--- src/rtl/ahb_apb_ctrl.sv ---
// AHB-Lite to APB bridge: three 64 MB APB slots from 0x8000_0000, one APB access per AHB transfer.
// Define ERROR_RESP_EN to answer out-of-range transfers with a two-cycle ERROR response.
module ahb_apb_ctrl (
   input  logic        HCLK,
   input  logic        HRESET,
   input  logic [1:0]  HTRANS,
   input  logic        HWRITE,
   input  logic        HREADYin,
   input  logic [31:0] HADDR,
   input  logic [31:0] HWDATA,
   output logic        HREADYout,
   output logic [1:0]  HRESP,
   output logic [31:0] HRDATA,
   input  logic [31:0] PRDATA,
   output logic [31:0] PADDR,
   output logic [31:0] PWDATA,
   output logic        PWRITE,
   output logic [2:0]  PSELx,
   output logic        PENABLE
);

   typedef enum logic [2:0] {
      ST_IDLE,
      ST_READ,
      ST_RENABLE,
      ST_WWAIT,
      ST_WRITE,
      ST_WENABLE
`ifdef ERROR_RESP_EN
      ,
      ST_ERR1,
      ST_ERR2
`endif
   } state_t;

   typedef struct packed {
      logic       psel_en;
      logic       penable;
      logic       hready;
      logic [1:0] hresp;
   } outs_t;

   state_t      state, state_nxt;
   outs_t       outs;
   logic [2:0]  sel_dec, sel_r;
   logic [31:0] addr_r, pwdata_r;
   logic        write_r;
   logic        active, valid;

   // Output values that hold for the whole time the FSM sits in state s.
   function automatic outs_t outs_for(input state_t s);
      outs_t o;
      o = '{psel_en: 1'b0, penable: 1'b0, hready: 1'b1, hresp: 2'b00};
      case (s)
         ST_READ, ST_WRITE: begin
            o.psel_en = 1'b1;
            o.hready  = 1'b0;
         end
         ST_RENABLE, ST_WENABLE: begin
            o.psel_en = 1'b1;
            o.penable = 1'b1;
         end
         ST_WWAIT: o.hready = 1'b0;
`ifdef ERROR_RESP_EN
         ST_ERR1: begin
            o.hready = 1'b0;
            o.hresp  = 2'b01;
         end
         ST_ERR2: o.hresp = 2'b01;
`endif
         default: ;
      endcase
      return o;
   endfunction

   always_comb begin
      // NOTE: assign a default before the case so every path drives sel_dec and no latch is inferred.
      sel_dec = 3'b000;
      case (HADDR[31:26])
         6'b100000: sel_dec = 3'b001;
         6'b100001: sel_dec = 3'b010;
         6'b100010: sel_dec = 3'b100;
         default:   sel_dec = 3'b000;
      endcase
   end

   assign active = HREADYin && (HTRANS == 2'b10 || HTRANS == 2'b11);
   assign valid  = active && (sel_dec != 3'b000);

   always_comb begin
      state_nxt = ST_IDLE;
      case (state)
         ST_READ:  state_nxt = ST_RENABLE;
         ST_WWAIT: state_nxt = ST_WRITE;
         ST_WRITE: state_nxt = ST_WENABLE;
`ifdef ERROR_RESP_EN
         ST_ERR1:  state_nxt = ST_ERR2;
`endif
         default: begin
            // Decision states: IDLE, RENABLE, WENABLE (and ERR2) all accept the next transfer.
            if (valid)
               state_nxt = HWRITE ? ST_WWAIT : ST_READ;
`ifdef ERROR_RESP_EN
            else if (active)
               state_nxt = ST_ERR1;
`endif
         end
      endcase
   end

   always_ff @(posedge HCLK) begin
      if (HRESET) begin
         state    <= ST_IDLE;
         outs     <= outs_for(ST_IDLE);
         sel_r    <= 3'b000;
         addr_r   <= 32'h0;
         write_r  <= 1'b0;
         pwdata_r <= 32'h0;
      end else begin
         // NOTE: non-blocking updates so every register samples pre-edge values, whatever the statement order.
         state <= state_nxt;
         outs  <= outs_for(state_nxt);
         if (HREADYout && valid) begin
            addr_r  <= HADDR;
            write_r <= HWRITE;
            sel_r   <= sel_dec;
         end
         if (state == ST_WWAIT)
            pwdata_r <= HWDATA;
      end
   end

   assign HREADYout = outs.hready;
   assign HRESP     = outs.hresp;
   assign PENABLE   = outs.penable;
   assign PSELx     = outs.psel_en ? sel_r : 3'b000;
   assign PADDR     = addr_r;
   assign PWDATA    = pwdata_r;
   assign PWRITE    = write_r;
   // Read data passes straight through during the enable cycle only.
   assign HRDATA    = (state == ST_RENABLE) ? PRDATA : 32'h0;

endmodule

--- config.mk ---
export PLATFORM = sky130hd
export DESIGN_NAME = ahb_apb_ctrl
export DESIGN_NICKNAME = d
export VERILOG_FILES = /design/src/rtl/ahb_apb_ctrl.sv
export SDC_FILE = /design/constraint.sdc
export NUM_CORES = 1
export LEC_CHECK = 0
export BUFFER_PORTS_ARGS = -buffer_cell sky130_fd_sc_hd__buf_2
export CAP_MARGIN = 0
export CORE_MARGIN = 1
export CORE_UTILIZATION = 41
export DETAILED_ROUTE_END_ITERATION = 12
export GPL_ROUTABILITY_DRIVEN = 0
export HOLD_SLACK_MARGIN = 0.15
export PLACE_DENSITY = 0.85
export SYNTH_ARGS = -nofsm -noshare
export SYNTH_HDL_FRONTEND = slang
export SYNTH_SLANG_ARGS = --single-unit
--- constraint.sdc ---
create_clock -name HCLK -period 3.8 [get_ports HCLK]
set_input_delay 0.76 -clock HCLK [delete_from_list [all_inputs] [get_ports HCLK]]
set_output_delay 0.76 -clock HCLK [all_outputs]
set_load 0.02 [all_outputs]
==> impl_metrics.json, run 1 <==
{
  "outcome": "finished clean",
  "design_area_sq_mm": 0.00436,
  "cap_violations": 0,
  "r2r_cells": 3,
  "critPathKind": "register to output port",
  "cts_setup_buffers": 0,
  "cp_data_arrival_time_ps": 1660,
  "hpwl_um": 6290,
  "p_seq_share_pct": 55.4,
  "core_sq_mm": 0.00741,
  "mappedNetlistArea_sq_mm": 0.00322,
  "p_sw_uw": 322,
  "crit_end": "HRDATA[11]",
  "synth-async-reset-ratio_pct": 0,
  "r2r_start": "state[0]",
  "grt_max_degree": 80,
  "ir_worst_vdd_uv": 128,
  "dieHeight_um": 90.6,
  "powerDensity_mw_per_mm2": 322,
  "worst_path_largest_cell_delay_ps": 430,
  "setup_tns_ps": 0,
  "placed_area_sq_mm": 0.00419,
  "cts_tree": "built",
  "maxSlewHeadroom_pct": 16.1,
  "setup-violations-final": 0,
  "cts_buffers": 9,
  "num_vias": 3031,
  "drc": 0,
  "final_nets": 650,
  "grt_usage_pct": 20.0,
  "yosysWarnings": 0,
  "cts_root_buf": "clkbuf_8",
  "clockBufferDepth": 2,
  "path_max_fanout": 32,
  "fmax_mhz": 414,
  "synth_edf_count": 0,
  "cpLargestDelayFamily": "buffers and inverters",
  "placedCellCount": 636,
  "first_global_vias": 2881,
  "ys_top_cells_by_area": "dfxtp_1 46%, nand2b_1 12%, mux2i_1 9.6%",
  "synth_most_common_cell": "dfxtp_1",
  "io_buffers": 202,
  "clockPowerShare_pct": 37.3,
  "hold_viol_final": 0,
  "power_frac_comb_pct": 7.3,
  "timing.final.max_slew_violations": 0,
  "r2r_slack_ps": 1870,
  "io_pins": 206,
  "worst_slew_pin_slew_ps": 1250,
  "end_kind": "output port",
  "cp.required_ps": 3040,
  "row_count": 31,
  "syn-instance-count": 360,
  "crit_path_cell_trace": "inv_1 > nor3_2 > buf_4 > and2_1 > buf_2",
  "vias_per_cell": 4.66,
  "synth_ff_type": "dfxtp_1",
  "cp.depth": 5,
  "insertion_delay_ps": 330,
  "cts_resized": 0,
  "antenna_cells": 0,
  "totalWireLength_um": 8260,
  "gr-total-overflow": 0,
  "die_area_sq_mm": 0.00820,
  "post-route-min-period_ps": 2420,
  "synth_top_area_share_pct": 46.1,
  "fillers": 695,
  "power.internal_uw": 1080,
  "wire_per_inst_um": 12.7,
  "die_width_um": 90.6,
  "start_util_pct": 43.4,
  "ys_top_cells_by_count": "74 x dfxtp_1, 67 x nand2_1, 62 x nand2b_1",
  "grt_first_pass_wirelength_um": 13200,
  "cts-htree-levels": 3,
  "crit_buf_inv": 3,
  "cts_hold_buffers": 0,
  "r2r_end": "PWDATA[2]",
  "layout.cells.non_filler": 651,
  "drt-initial-drc-count": 54,
  "ant_nets": 0,
  "post-route-period-util_pct": 63.6,
  "min_path_type": "register to register",
  "slowest_stage": "dfxtp_1",
  "antenna_found_initial": 0,
  "p_sw_share_pct": 22.9,
  "power.leakage_uw": 0.00208,
  "area_growth_pct": 35.6,
  "ys_types": 32,
  "cp-startpoint": "state[1]",
  "drive_above_1_share_pct": 40.6,
  "rsz0062_at_grt": "no",
  "yosysTopAreaCell": "dfxtp_1",
  "avgSynthCellArea_sq_um": 8.94,
  "cts_sinks": 74,
  "startpoint_type": "register",
  "ys_seq_area_share_pct": 46.1,
  "path_clk_slew_ps": 80,
  "ys_ff_latch": 74,
  "drtPass1Iterations": 4,
  "fin_skew_ps": 15.5
}
==> cells by family (layout without fill, tap and decap cells) <==
logic type,count (synthesis),after routing,synth area share [%]
simple gates,183,183,31.2
xor+xnor,1,1,0.272
compound gates,39,39,6.53
buf+inv,30,221,5.87
flops,74,74,46.1
mux,32,32,10.0
other cells,1,2,0.117
==> layout by cell type (no fill, tap or decap), types with 2 or more instances in the layout <==
cell	Yosys	layout
a21oi_1	34	34
and2_1	35	35
buf_2	3	202
buf_4	2	2
clkbuf_8	0	10
clkinv_2	0	3
conb_1	1	2
dfxtp_1	74	74
inv_1	2	2
mux2i_1	31	31
nand2_1	67	67
nand2b_1	62	62
nand4_1	2	2
nor2_1	2	2
nor3_1	3	2
nor3b_1	3	3
==> worst min path at each step <==
| stage | startpoint | end | slack, ps | cells past startpoint |
|---|---|---|---|---|
| after global routing | PWDATA[18] | PWDATA[18] | 470 | 2 |
| after floorplan | sel_r[1] | sel_r[1] | 440 | 2 |
| final | PWDATA[25] | PWDATA[25] | 460 | 2 |
| after global placement | PADDR[31] | PADDR[31] | 430 | 2 |
| after CTS | PWDATA[25] | PWDATA[25] | 460 | 2 |
| after detailed placement | PWDATA[25] | PWDATA[25] | 450 | 2 |
==> per-stage QoR <==
step / util (%) / power [uW] / hold WS [ps] / setup slack, ps
3_5_place_dp: 56.6 / 899 / 446 / 1470
6_report: 58.9 / 1410 / 455 / 1380
2_1_floorplan: - / 842 / 444 / 1810
5_1_grt: 58.9 / 1480 / 469 / 1250
3_3_place_gp: 56.6 / 896 / 433 / 1560
4_1_cts: 58.9 / 1430 / 456 / 1350
==> layer usage <==
metal	track usage [%]	vias up	share of wire (%)
met2	37.1	145	51
met1	21.2	1338	39
met4	8.47	0	1.8
met3	5.39	13	7.9
li1	-	1535	-
met5	0	-	0
==> cell type report <==
cell class	count	area, sq um	share of cell area [%]
Timing Repair Buffer	204	1030	23.5
Clock buffer	10	138	3.15
Clock inverter	5	31.3	0.717
Multi-Input combinational cell	257	1560	35.6
Tap cell	99	124	2.84
Sequential cell	74	1480	34.0
Inverter	2	7.51	0.172
==> sequential cells by signal (all words and copies together), names as in the netlist <==
| name | count |
|---|---|
| HREADYout | 1 |
| PADDR | 32 |
| PWRITE | 1 |
| PENABLE | 1 |
| outs | 1 |
| sel_r | 3 |
| state | 3 |
| PWDATA | 32 |
==> tightest hold or removal path, stage by stage (launching register included) <==
cell     delay (ps)
dfxtp_1         310
nand2_1          50
a21oi_1          50
==> power by group through the flow <==
stage | Sequential (uW) | Combinational [uW] | Clock (uW)
5_1_grt | 779 | 112 | 587
6_report | 778 | 102 | 525
3_5_place_dp | 797 | 102 | 0
4_1_cts | 778 | 102 | 547
2_1_floorplan | 799 | 43.2 | 0
3_3_place_gp | 796 | 99.4 | 0
(Power assumes the default switching activity.)
==> run 2, diff against run 1 <==
ABC_AREA = 1   (was not set)
PLACE_DENSITY = 0.87   (was 0.85)
clock period = 2.35 ns   (was 3.8 ns; I/O delays follow)
==> run 2 against run 1 <==
Compared with the run above: sequential share of layout area rose by 1.6 points; design area fell by 4.5%; core utilization rose by 2.1 points; largest power group unchanged; largest cell class is now sequential cells; flip-flop and latch count did not move; critical path depth did not move; clock power rose by 100%; worst setup slack got worse by 920 ps; register-to-register slack got worse by 1100 ps.
==> impl_metrics.json, run 2 <==
{
  "r2r_end": "PWDATA[10]",
  "critPathKind": "register to output port",
  "timing.final.max_slew_violations": 0,
  "rsz0062_at_grt": "no",
  "grt_first_pass_wirelength_um": 12500,
  "drive_above_1_share_pct": 38.0,
  "final_nets": 704,
  "synth_most_common_cell": "nor2_1",
  "core_sq_mm": 0.00683,
  "worst_path_largest_cell_delay_ps": 390,
  "ys_seq_area_share_pct": 51.1,
  "drc": 0,
  "insertion_delay_ps": 350,
  "min_path_type": "input pin to register",
  "cts_root_buf": "clkbuf_8",
  "cts_resized": 0,
  "grt_usage_pct": 21.8,
  "r2r_start": "state[0]",
  "drt-initial-drc-count": 122,
  "synth_edf_count": 0,
  "placed_area_sq_mm": 0.00395,
  "final_common_cell": "buf_2",
  "crit_path_cell_trace": "inv_1 > nand3_1 > buf_4 > nor2_1 > buf_2",
  "path_max_fanout": 32,
  "cts_tree": "built",
  "io_buffers": 202,
  "cp_data_arrival_time_ps": 1420,
  "first_global_vias": 2833,
  "avgSynthCellArea_sq_um": 7.14,
  "maxSlewHeadroom_pct": 61.8,
  "dieHeight_um": 86.1,
  "grt_max_degree": 38,
  "fmax_mhz": 530,
  "startpoint_type": "register",
  "synth_top_area_share_pct": 51.1,
  "post-place-ws_ps": 738,
  "synth-xor-area-share_pct": 0,
  "ys_top_cells_by_area": "dfxtp_1 51%, nor2_1 14%, nand2_1 9.2%",
  "synth_ff_type": "dfxtp_1",
  "p_sw_uw": 549,
  "hpwl_um": 6150,
  "ir_worst_vdd_uv": 405,
  "antenna_found_initial": 0,
  "cts_setup_buffers": 0,
  "path_clk_slew_ps": 90,
  "cts_sinks": 74,
  "ys_types": 18,
  "clockPowerShare_pct": 42.9,
  "synth_mux_area_share_pct": 0,
  "cts-htree-levels": 3,
  "layout.cells.non_filler": 702,
  "num_vias": 3154,
  "syn-instance-count": 406,
  "gr-total-overflow": 0,
  "start_util_pct": 42.5,
  "area_growth_pct": 43.6,
  "row_count": 30,
  "synth_simple_gate_area_share_pct": 25.5,
  "layout_common_cells": "202 x buf_2, 105 x nor2_1, 74 x dfxtp_1",
  "setup-violations-final": 0,
  "outcome": "finished clean",
  "ant_nets": 0,
  "end_kind": "output port",
  "wire_per_inst_um": 11.7,
  "antenna_cells": 0,
  "holdPathEnd": "PADDR[15]",
  "r2r_slack_ps": 730,
  "synth_fa_ha_area_share_pct": 0,
  "fin_skew_ps": 14.4,
  "fin_util_pct": 61.0,
  "post-route-min-period_ps": 1890,
  "die_width_um": 86.1,
  "cap_violations": 0,
  "powerDensity_mw_per_mm2": 595,
  "placedCellCount": 687,
  "totalWireLength_um": 8210,
  "power.leakage_uw": 0.00228,
  "ys_top_cells_by_count": "105 x nor2_1, 74 x dfxtp_1, 71 x nand2_1",
  "hp-start": "HADDR[15]",
  "slowest_stage": "dfxtp_1",
  "vias_per_cell": 4.49,
  "synth_top_family_by_area": "simple AND/OR/NAND/NOR gates",
  "drtPass1Iterations": 4,
  "worst_slew_pin_slew_ps": 572,
  "mappedNetlistArea_sq_mm": 0.00290,
  "r2r_cells": 5,
  "ys_ff_latch": 74,
  "cp-startpoint": "state[0]",
  "setup_tns_ps": 0,
  "power.internal_uw": 1930,
  "design_area_sq_mm": 0.00417,
  "fin_ws_ps": 462,
  "post-route-period-util_pct": 80.3,
  "io_pins": 206,
  "p_sw_share_pct": 22.1,
  "yosysTopAreaCell": "dfxtp_1",
  "die_area_sq_mm": 0.00741,
  "synth-async-reset-ratio_pct": 0,
  "synth_compound_area_share_pct": 12.2,
  "p_seq_share_pct": 50.8,
  "cts_buffers": 9,
  "cts_hold_buffers": 0,
  "clockBufferDepth": 2,
  "cp.required_ps": 1880,
  "hold_viol_final": 0,
  "power_frac_comb_pct": 6.4,
  "hold_depth": 3,
  "yosysWarnings": 0
}
run 2: metal layers:
metal,up-vias,wire length (um),track usage (%)
met5,-,0,0
met4,0,89,7.42
met3,8,540,5.68
met2,122,4430,42.6
met1,1407,3150,22.0
li1,1617,-,-
run 2: power by group through the flow:
stage	Clock (uW)	Sequential [uW]	Combinational, uW
global route	1140	1260	176
floorplan	0	1290	61.0
detailed placement	0	1290	157
CTS	1090	1260	158
finish	1060	1260	158
global placement	0	1290	154
run 2: cells by family after synthesis:
group,count (synthesis)
other cells,1
buf+inv,75
flops,74
simple gates,186
compound gates,70
run 2: final cells by class:
cell class | count | area [sq um]
tap | 96 | 120
clock buffer | 9 | 124
fill | 675 | 2670
inverter | 51 | 193
timing repair buffer | 208 | 1060
clock inverter | 6 | 90.1
multi-input combinational | 258 | 1100
sequential | 74 | 1480
run 2: worst max path at each step:
stage | end | slack, ps
after floorplan | HRDATA[10] | 860
after CTS | HRDATA[28] | 440
final | HRDATA[28] | 460
after global placement | PADDR[27] | 740
after detailed placement | PADDR[27] | 740
after global routing | HRDATA[28] | 360
run 2: metrics by stage:
| stage | total power, uW | hold WS, ps |
|---|---|---|
| 2_1_floorplan | 1350 | 426 |
| 5_1_grt | 2580 | 338 |
| 6_report | 2480 | 360 |
| 3_3_place_gp | 1440 | 427 |
| 4_1_cts | 2510 | 349 |
| 3_5_place_dp | 1450 | 432 |
run 2: worst max-delay path: cells and delay by family, from the launching register on:
kind,cells,cell delay [ps]
buffers and inverters,3,540
DFF,1,390
and+or+nand+nor,2,160
